[src/rtl/lsu_mem_stage.sv]
//==============================================================================
// lsu_mem_stage : single-outstanding load/store stage on a req/ack data bus
// Rev 1.0 : initial release
//==============================================================================
`default_nettype none

module lsu_mem_stage #(
   parameter int AW = 32,
   parameter int DW = 32
) (
   input  logic            clk,
   input  logic            rst,
   input  logic            req_valid,
   output logic            req_ready,
   input  logic            req_we,
   input  logic [1:0]      req_size,
   input  logic            req_unsigned,
   input  logic [AW-1:0]   req_addr,
   input  logic [DW-1:0]   req_wdata,
   output logic            bus_req,
   output logic            bus_we,
   output logic [AW-1:0]   bus_addr,
   output logic [DW-1:0]   bus_wdata,
   output logic [DW/8-1:0] bus_be,
   input  logic            bus_ack,
   input  logic [DW-1:0]   bus_rdata,
   output logic            rsp_valid,
   output logic [DW-1:0]   rsp_rdata,
   output logic            rsp_misalign,
   output logic            stall
);

   localparam logic [1:0] S_IDLE = 2'd0;
   localparam logic [1:0] S_BUSY = 2'd1;
   localparam logic [1:0] S_RESP = 2'd2;

   logic [1:0]      r_state;
   logic            r_bus_req;
   logic            r_bus_we;
   logic [AW-1:0]   r_bus_addr;
   logic [DW-1:0]   r_bus_wdata;
   logic [DW/8-1:0] r_bus_be;
   logic            r_rsp_valid;
   logic [DW-1:0]   r_rsp_rdata;
   logic            r_rsp_misalign;
   logic [1:0]      r_size;
   logic            r_unsigned;
   logic [1:0]      r_alo;

   logic            w_accept;
   logic            w_fault;
   logic [DW/8-1:0] w_be;
   logic [DW-1:0]   w_wdata;
   logic [7:0]      w_byte;
   logic [15:0]     w_half;
   logic [DW-1:0]   w_ld;

   assign req_ready = (r_state == S_IDLE);
   assign w_accept  = req_valid & req_ready;
   assign stall     = (req_valid & ~req_ready) | (r_state == S_BUSY);

   always_comb begin
      w_fault = 1'b0;
      case (req_size)
         2'b00:   w_fault = 1'b0;
         2'b01:   w_fault = req_addr[0];
         2'b10:   w_fault = |req_addr[1:0];
         default: w_fault = 1'b1;
      endcase
   end

   // Store data is replicated across all lanes; the enables pick the live ones.
   always_comb begin
      w_be    = 4'b1111;
      w_wdata = req_wdata;
      case (req_size)
         2'b00: begin
            w_be    = 4'b0001 << req_addr[1:0];
            w_wdata = {4{req_wdata[7:0]}};
         end
         2'b01: begin
            w_be    = req_addr[1] ? 4'b1100 : 4'b0011;
            w_wdata = {2{req_wdata[15:0]}};
         end
         default: begin
            w_be    = 4'b1111;
            w_wdata = req_wdata;
         end
      endcase
      if (!req_we) begin
         w_be = 4'b1111;
      end
   end

   always_comb begin
      w_byte = bus_rdata[7:0];
      case (r_alo)
         2'd0:    w_byte = bus_rdata[7:0];
         2'd1:    w_byte = bus_rdata[15:8];
         2'd2:    w_byte = bus_rdata[23:16];
         default: w_byte = bus_rdata[31:24];
      endcase
      w_half = r_alo[1] ? bus_rdata[31:16] : bus_rdata[15:0];
      case (r_size)
         2'b00:   w_ld = {{24{~r_unsigned & w_byte[7]}}, w_byte};
         2'b01:   w_ld = {{16{~r_unsigned & w_half[15]}}, w_half};
         default: w_ld = bus_rdata;
      endcase
   end

   always_ff @(posedge clk or posedge rst) begin
      if (rst) begin
         r_state        <= S_IDLE;
         r_bus_req      <= 1'b0;
         r_bus_we       <= 1'b0;
         r_bus_addr     <= '0;
         r_bus_wdata    <= '0;
         r_bus_be       <= '0;
         r_rsp_valid    <= 1'b0;
         r_rsp_rdata    <= '0;
         r_rsp_misalign <= 1'b0;
         r_size         <= 2'b00;
         r_unsigned     <= 1'b0;
         r_alo          <= 2'b00;
      end else begin
         case (r_state)
            S_IDLE: begin
               if (w_accept && w_fault) begin
                  r_state        <= S_RESP;
                  r_rsp_valid    <= 1'b1;
                  r_rsp_misalign <= 1'b1;
                  r_rsp_rdata    <= '0;
               end else if (w_accept) begin
                  r_state     <= S_BUSY;
                  r_bus_req   <= 1'b1;
                  r_bus_we    <= req_we;
                  r_bus_addr  <= {req_addr[AW-1:2], 2'b00};
                  r_bus_wdata <= w_wdata;
                  r_bus_be    <= w_be;
                  r_size      <= req_size;
                  r_unsigned  <= req_unsigned;
                  r_alo       <= req_addr[1:0];
               end
            end
            S_BUSY: begin
               if (bus_ack) begin
                  r_state        <= S_RESP;
                  r_bus_req      <= 1'b0;
                  r_rsp_valid    <= 1'b1;
                  r_rsp_misalign <= 1'b0;
                  r_rsp_rdata    <= r_bus_we ? '0 : w_ld;
               end
            end
            S_RESP: begin
               r_state        <= S_IDLE;
               r_rsp_valid    <= 1'b0;
               r_rsp_misalign <= 1'b0;
            end
            default: begin
               r_state <= S_IDLE;
            end
         endcase
      end
   end

   assign bus_req      = r_bus_req;
   assign bus_we       = r_bus_we;
   assign bus_addr     = r_bus_addr;
   assign bus_wdata    = r_bus_wdata;
   assign bus_be       = r_bus_be;
   assign rsp_valid    = r_rsp_valid;
   assign rsp_rdata    = r_rsp_rdata;
   assign rsp_misalign = r_rsp_misalign;

endmodule

`default_nettype wire

[config.mk]
export PLATFORM = sky130hd
export DESIGN_NAME = lsu_mem_stage
export DESIGN_NICKNAME = d
export VERILOG_FILES = /design/src/rtl/lsu_mem_stage.sv
export SDC_FILE = /design/constraint.sdc
export NUM_CORES = 1
export LEC_CHECK = 0
export BUFFER_PORTS_ARGS = -buffer_cell sky130_fd_sc_hd__buf_2
export CAP_MARGIN = 0
export CORE_ASPECT_RATIO = 1.25
export CORE_MARGIN = 1
export CORE_UTILIZATION = 53
export CTS_CLUSTER_DIAMETER = 80
export CTS_CLUSTER_SIZE = 40
export DETAILED_ROUTE_END_ITERATION = 12
export GPL_TIMING_DRIVEN = 0
export PLACE_DENSITY = 0.93
export SLEW_MARGIN = 20
export SYNTH_ARGS = -nofsm -noshare
export SYNTH_HDL_FRONTEND = slang
export SYNTH_SLANG_ARGS = --single-unit
[constraint.sdc]
create_clock -name clk -period 8.67 [get_ports clk]
set_input_delay 1.734 -clock clk [delete_from_list [all_inputs] [get_ports clk]]
set_output_delay 1.734 -clock clk [all_outputs]
set_load 0.02 [all_outputs]
; ---- After elaboration in Yosys (flattened, before gate mapping)
; Index checks and enable logic that the tools add are counted.
[op_classes]
n_reduce_logical = 13
n_bitwise = 8
n_eq_ne = 12
shift = 1
muxes = 24
[ops]
columns = cell, n
row1 = 32-bit case mux with 2 select lines, 3
row2 = 32-bit 2-to-1 mux, 3
row3 = 8-bit case mux with 3 select lines, 1
row4 = 16-bit 2-to-1 mux, 1
row5 = 1-bit case mux with 3 select lines, 3
row6 = 3-bit AND reduction, 3
row7 = "2-bit by 1-bit == test with 1-bit output, second input constant", 4
row8 = 2-bit logical NOT, 4
row9 = 4-bit 2-to-1 mux, 2
row10 = 4-bit case mux with 2 select lines, 1
row11 = "2-bit == test, second input constant", 3
row12 = 2-bit 2-to-1 mux, 3
row13 = 1-bit 2-to-1 mux, 5
row14 = 1-bit AND, 4
row15 = "2-bit by 1-bit inequality test with 1-bit output, second input constant", 2
row16 = "2-bit inequality test, second input constant", 2
row17 = 2-bit case mux with 2 select lines, 1
row18 = 4-bit AND reduction, 1
row19 = "1-bit by 2-bit left shift with 4-bit output, first input constant", 1
row20 = "3-bit by 1-bit inequality test with 1-bit output, second input constant", 1
row21 = 1-bit inverter, 3
row22 = 3-bit nonzero test, 1
row23 = 1-bit case mux with 2 select lines, 1
row24 = 2-bit AND reduction, 1
row25 = 4 further kinds, 4
[totals]
inputBits = 104
ff_bits = 109

; ---- Logic depth before layout (Yosys ltp)
[logic_depth]
word_depth = 7
mapped_depth = 7
depth_no_buf = 6

; ---- Worst setup path before layout
; OpenSTA, ideal clock, no wires.
[synth_path]
path_type = in2out
from = in req_valid
to = out stall
arrival_ns = 1.998
path_stages = 2
path_slack_ns = 4.938
path_cell_list = nand2_1 o21ai_0
[synth_via]
elab_chain_len = 2
[synth_lines]
columns = element, line
row1 = from (decl), 13  ; input logic req_valid,
row2 = 1-bit AND, 60  ; assign stall = (req_valid & ~req_ready) | (r_state == S_BUSY);
row3 = 1-bit bitwise OR, 60
row4 = to (decl), 30  ; output logic stall
; No other way between the ends.

; ---- Worst setup path in the final report
; Same ends and word-level chain as after synthesis.

==> impl_results.md <==
* H-Tree Depth at 3
* Drt pass-1 iters at 7
* Async S/R FF share, synth at 1.000
* CTS tree: yes
* Post-detailed-route DRC marker count at 0
* Worst setup EP type: output pin
* RSZ-0062 raised after global routing: false
* Reg2Reg Launch Point: r_state[0]
* Post-CTS sizing at 0
* CP startpoint: req_valid
* Largest fanout on the critical path at 5
* Drt total wl at 14240 µm
* ANT nets after route at 0
* Antenna violations before repair at 0
* Post-synthesis sequential area ratio at 0.5079
* Post-Route Setup TNS at 0 ns
* Max Used Layer: met4
* Power Total at 2396 µW
* Setup Crit Path Kind: in2out
* Synthesized area per cell at 11.47 µm²
* Period utilization at 0.4514
* Overall Global Routing Usage at 0.2762
* # hold bufs at CTS at 0
* DRT iter0 DRCs at 275
* Top_reg_cell synth: dfrtp_1
* Run status: complete, no violations
* Max Slew Vio Count at 0
* Met3 wire len at 954 µm
* Syn Inst Count at 468
* Worst vdd ir at 211.5 µV
* Via Count at 4643
* DR WL/cell at 17.41 µm
* Clock-pin slew on the worst setup and hold paths at 0.07 ns
* Post-CTS setup buffers at 0
* Routed vias/inst at 5.676
* WP data required at 6.94 ns
* Final setup violation count at 0
* Layout cells sized above 1 at 0.4436
* Die width at 92.03 µm
* Hold Path Origin: rsp_rdata[9]
* Wire length on met2 at 7405 µm
* Total power divided by cell area at 347.5 nW/µm²
* Worst slew margin at 0.5625
* Routability cong. at 0.9002
* Max Cap Viol at 0
* FMAX at 255.5 MHz
* Final hold vios at 0
* DIE AREA at 10540 µm²
* Nets at 795
* First-pass GRT wire length at 22710 µm
* Root buf cell: clkbuf_16
* Vias in the first global route at 4749
* Pin count of the biggest net entering global routing at 57
* Placement Cell Area at 6595 µm²
* Arr. time, crit path at 2.18 ns
* Synth Warn # at 0
* Design Area, Final at 6894 µm²
* Area growth syn-to-layout at 28.38%
* Chip height at 114.5 µm
* Remaining global-route overflow at 0
* Antenna cells at 0
* Clock skew at 0.01037 ns
* Max Root-Sink Buffers at 2
* Min Tclk post-route at 3.914 ns
* LEAKAGE at 0.003799 µW
* CTS Sinks at 109
* Post-DP HPWL at 10770 µm
* Starting Density at 0.5531
* Port Buffer Count at 206
* Post-synthesis cell area at 5370 µm²
* Hold Path Class: reg2reg
* Worst-Margin Slew at 0.6562 ns
* Startpoint types: input port
* Core area at 9709 µm²
* Rows at 40
* Unique cell type count in the Yosys netlist at 45
* Yosys reg bits at 109
* Worst-Skew Late Latency at 0.34 ns
* WL met1 at 5453 µm
* EDFF count, synth at 0
* CTS buffer count at 9
* Top-Level Pins at 210
==> where the power goes <==
part	internal, µW	switching [µW]	leakage [µW]
Combinational	467	666	0.00228
Sequential	712	137	0.00137
Clock	225	188	0.000146
Total	1400	992	0.00380
==> cell usage in the layout (no fill, tap or decap), types with 2 or more instances in the layout <==
| cell | netlist | routed |
|---|---|---|
| mux2i_1 | 27 | 27 |
| mux2_2 | 8 | 8 |
| a221oi_1 | 7 | 7 |
| nor2b_1 | 3 | 3 |
| o2111ai_2 | 2 | 2 |
| buf_6 | 7 | 7 |
| clkbuf_16 | 0 | 9 |
| clkinv_2 | 0 | 2 |
| mux2_4 | 40 | 40 |
| nand3_1 | 17 | 17 |
| inv_1 | 14 | 13 |
| a21oi_1 | 14 | 14 |
| and3b_1 | 3 | 3 |
| conb_1 | 1 | 2 |
| o22ai_1 | 8 | 8 |
| nand2_1 | 64 | 64 |
| clkinv_4 | 0 | 2 |
| o31ai_1 | 7 | 7 |
| ha_1 | 4 | 4 |
| nor2_1 | 20 | 20 |
| nand2b_1 | 7 | 7 |
| inv_6 | 0 | 2 |
| a22o_1 | 20 | 20 |
| a31oi_1 | 2 | 2 |
| o21ai_1 | 30 | 30 |
| mux2_1 | 5 | 5 |
| buf_2 | 10 | 216 |
| buf_4 | 6 | 6 |
| o211ai_1 | 2 | 2 |
| dfrtp_1 | 109 | 109 |
| clkbuf_1 | 7 | 7 |
| a21o_1 | 7 | 7 |
==> registers in the layout (all words and copies together), names as in the netlist <==
register      cells
bus_addr         30
bus_be            4
bus_req           1
bus_wdata        32
bus_we            1
r_alo             2
r_size            2
r_state           2
r_unsigned        1
rsp_misalign      1
rsp_rdata        32
rsp_valid         1
==> per-stage QoR <==
stage	utilization	worst slack [ns]	instances	hold WS, ns
after detailed placement	0.6793	4.757	802	0.4605
after floorplan	-	4.062	469	0.5313
after CTS	0.7101	4.755	818	0.4770
after global routing	0.7101	4.713	818	0.5098
after global placement	0.6759	3.099	801	0.4592
final	0.7101	4.756	818	0.4755
==> final cells by class <==
type,count,area [µm²]
Fill cell,710,2815
Multi-Input combinational cell,314,2386
Buffer,31,203.9
Timing Repair Buffer,207,1059
Sequential cell,109,2728
Clock inverter,7,73.82
Inverter,15,61.31
Tap cell,126,157.7
Clock buffer,9,225.2
==> path summary, 6_finish.rpt <==
path	to	slack [ns]	cells after the start
worst min-delay path	rsp_rdata[9]	0.48	1
min in group asynchronous	bus_addr[16]	1.42	2
worst max-delay path	stall	4.76	4
worst max register to register	rsp_rdata[15]	6.60	6
worst min register to register	rsp_rdata[9]	0.48	1
max in group asynchronous	r_size[0]	6.61	3
==> per-layer routing <==
| metal | track usage | vias up |
|---|---|---|
| met5 | 0 | - |
| met3 | 0.05777 | 44 |
| met2 | 0.4856 | 246 |
| met4 | 0.1240 | 0 |
| li1 | - | 2099 |
| met1 | 0.3247 | 2254 |
==> worst max-delay path, stage by stage <==
cell and delay (ns):
buf_2 0.13, nand2_1 0.06, o21ai_0 0.07, buf_2 0.19
==> synthesized netlist by cell type, drive strengths merged (4+ instances only) <==
library cell / instances / area [µm²]
nand2: 64 / 240.2
a221oi: 8 / 87.59
mux2: 53 / 747.0
nand3: 17 / 85.08
nor2: 21 / 81.33
mux2i: 27 / 270.3
o31ai: 7 / 52.55
ha: 4 / 50.05
buf: 24 / 177.7
a21oi: 14 / 70.07
inv: 15 / 56.30
clkbuf: 7 / 26.28
a21o: 7 / 52.55
dfrtp: 109 / 2728
o22ai: 8 / 50.05
a22o: 20 / 175.2
o21ai: 31 / 155.1
nand2b: 7 / 43.79
==> cells by family after synthesis <==
group,share of synthesized area
AOI/OAI and AO/OA,0.1393
adders and majority gates,0.009320
buffers and inverters,0.04846
DFF,0.5079
muxes,0.1894
other,0.0006983
and+or+nand+nor,0.1048
No activity file was read; power rests on OpenSTA's default activity.
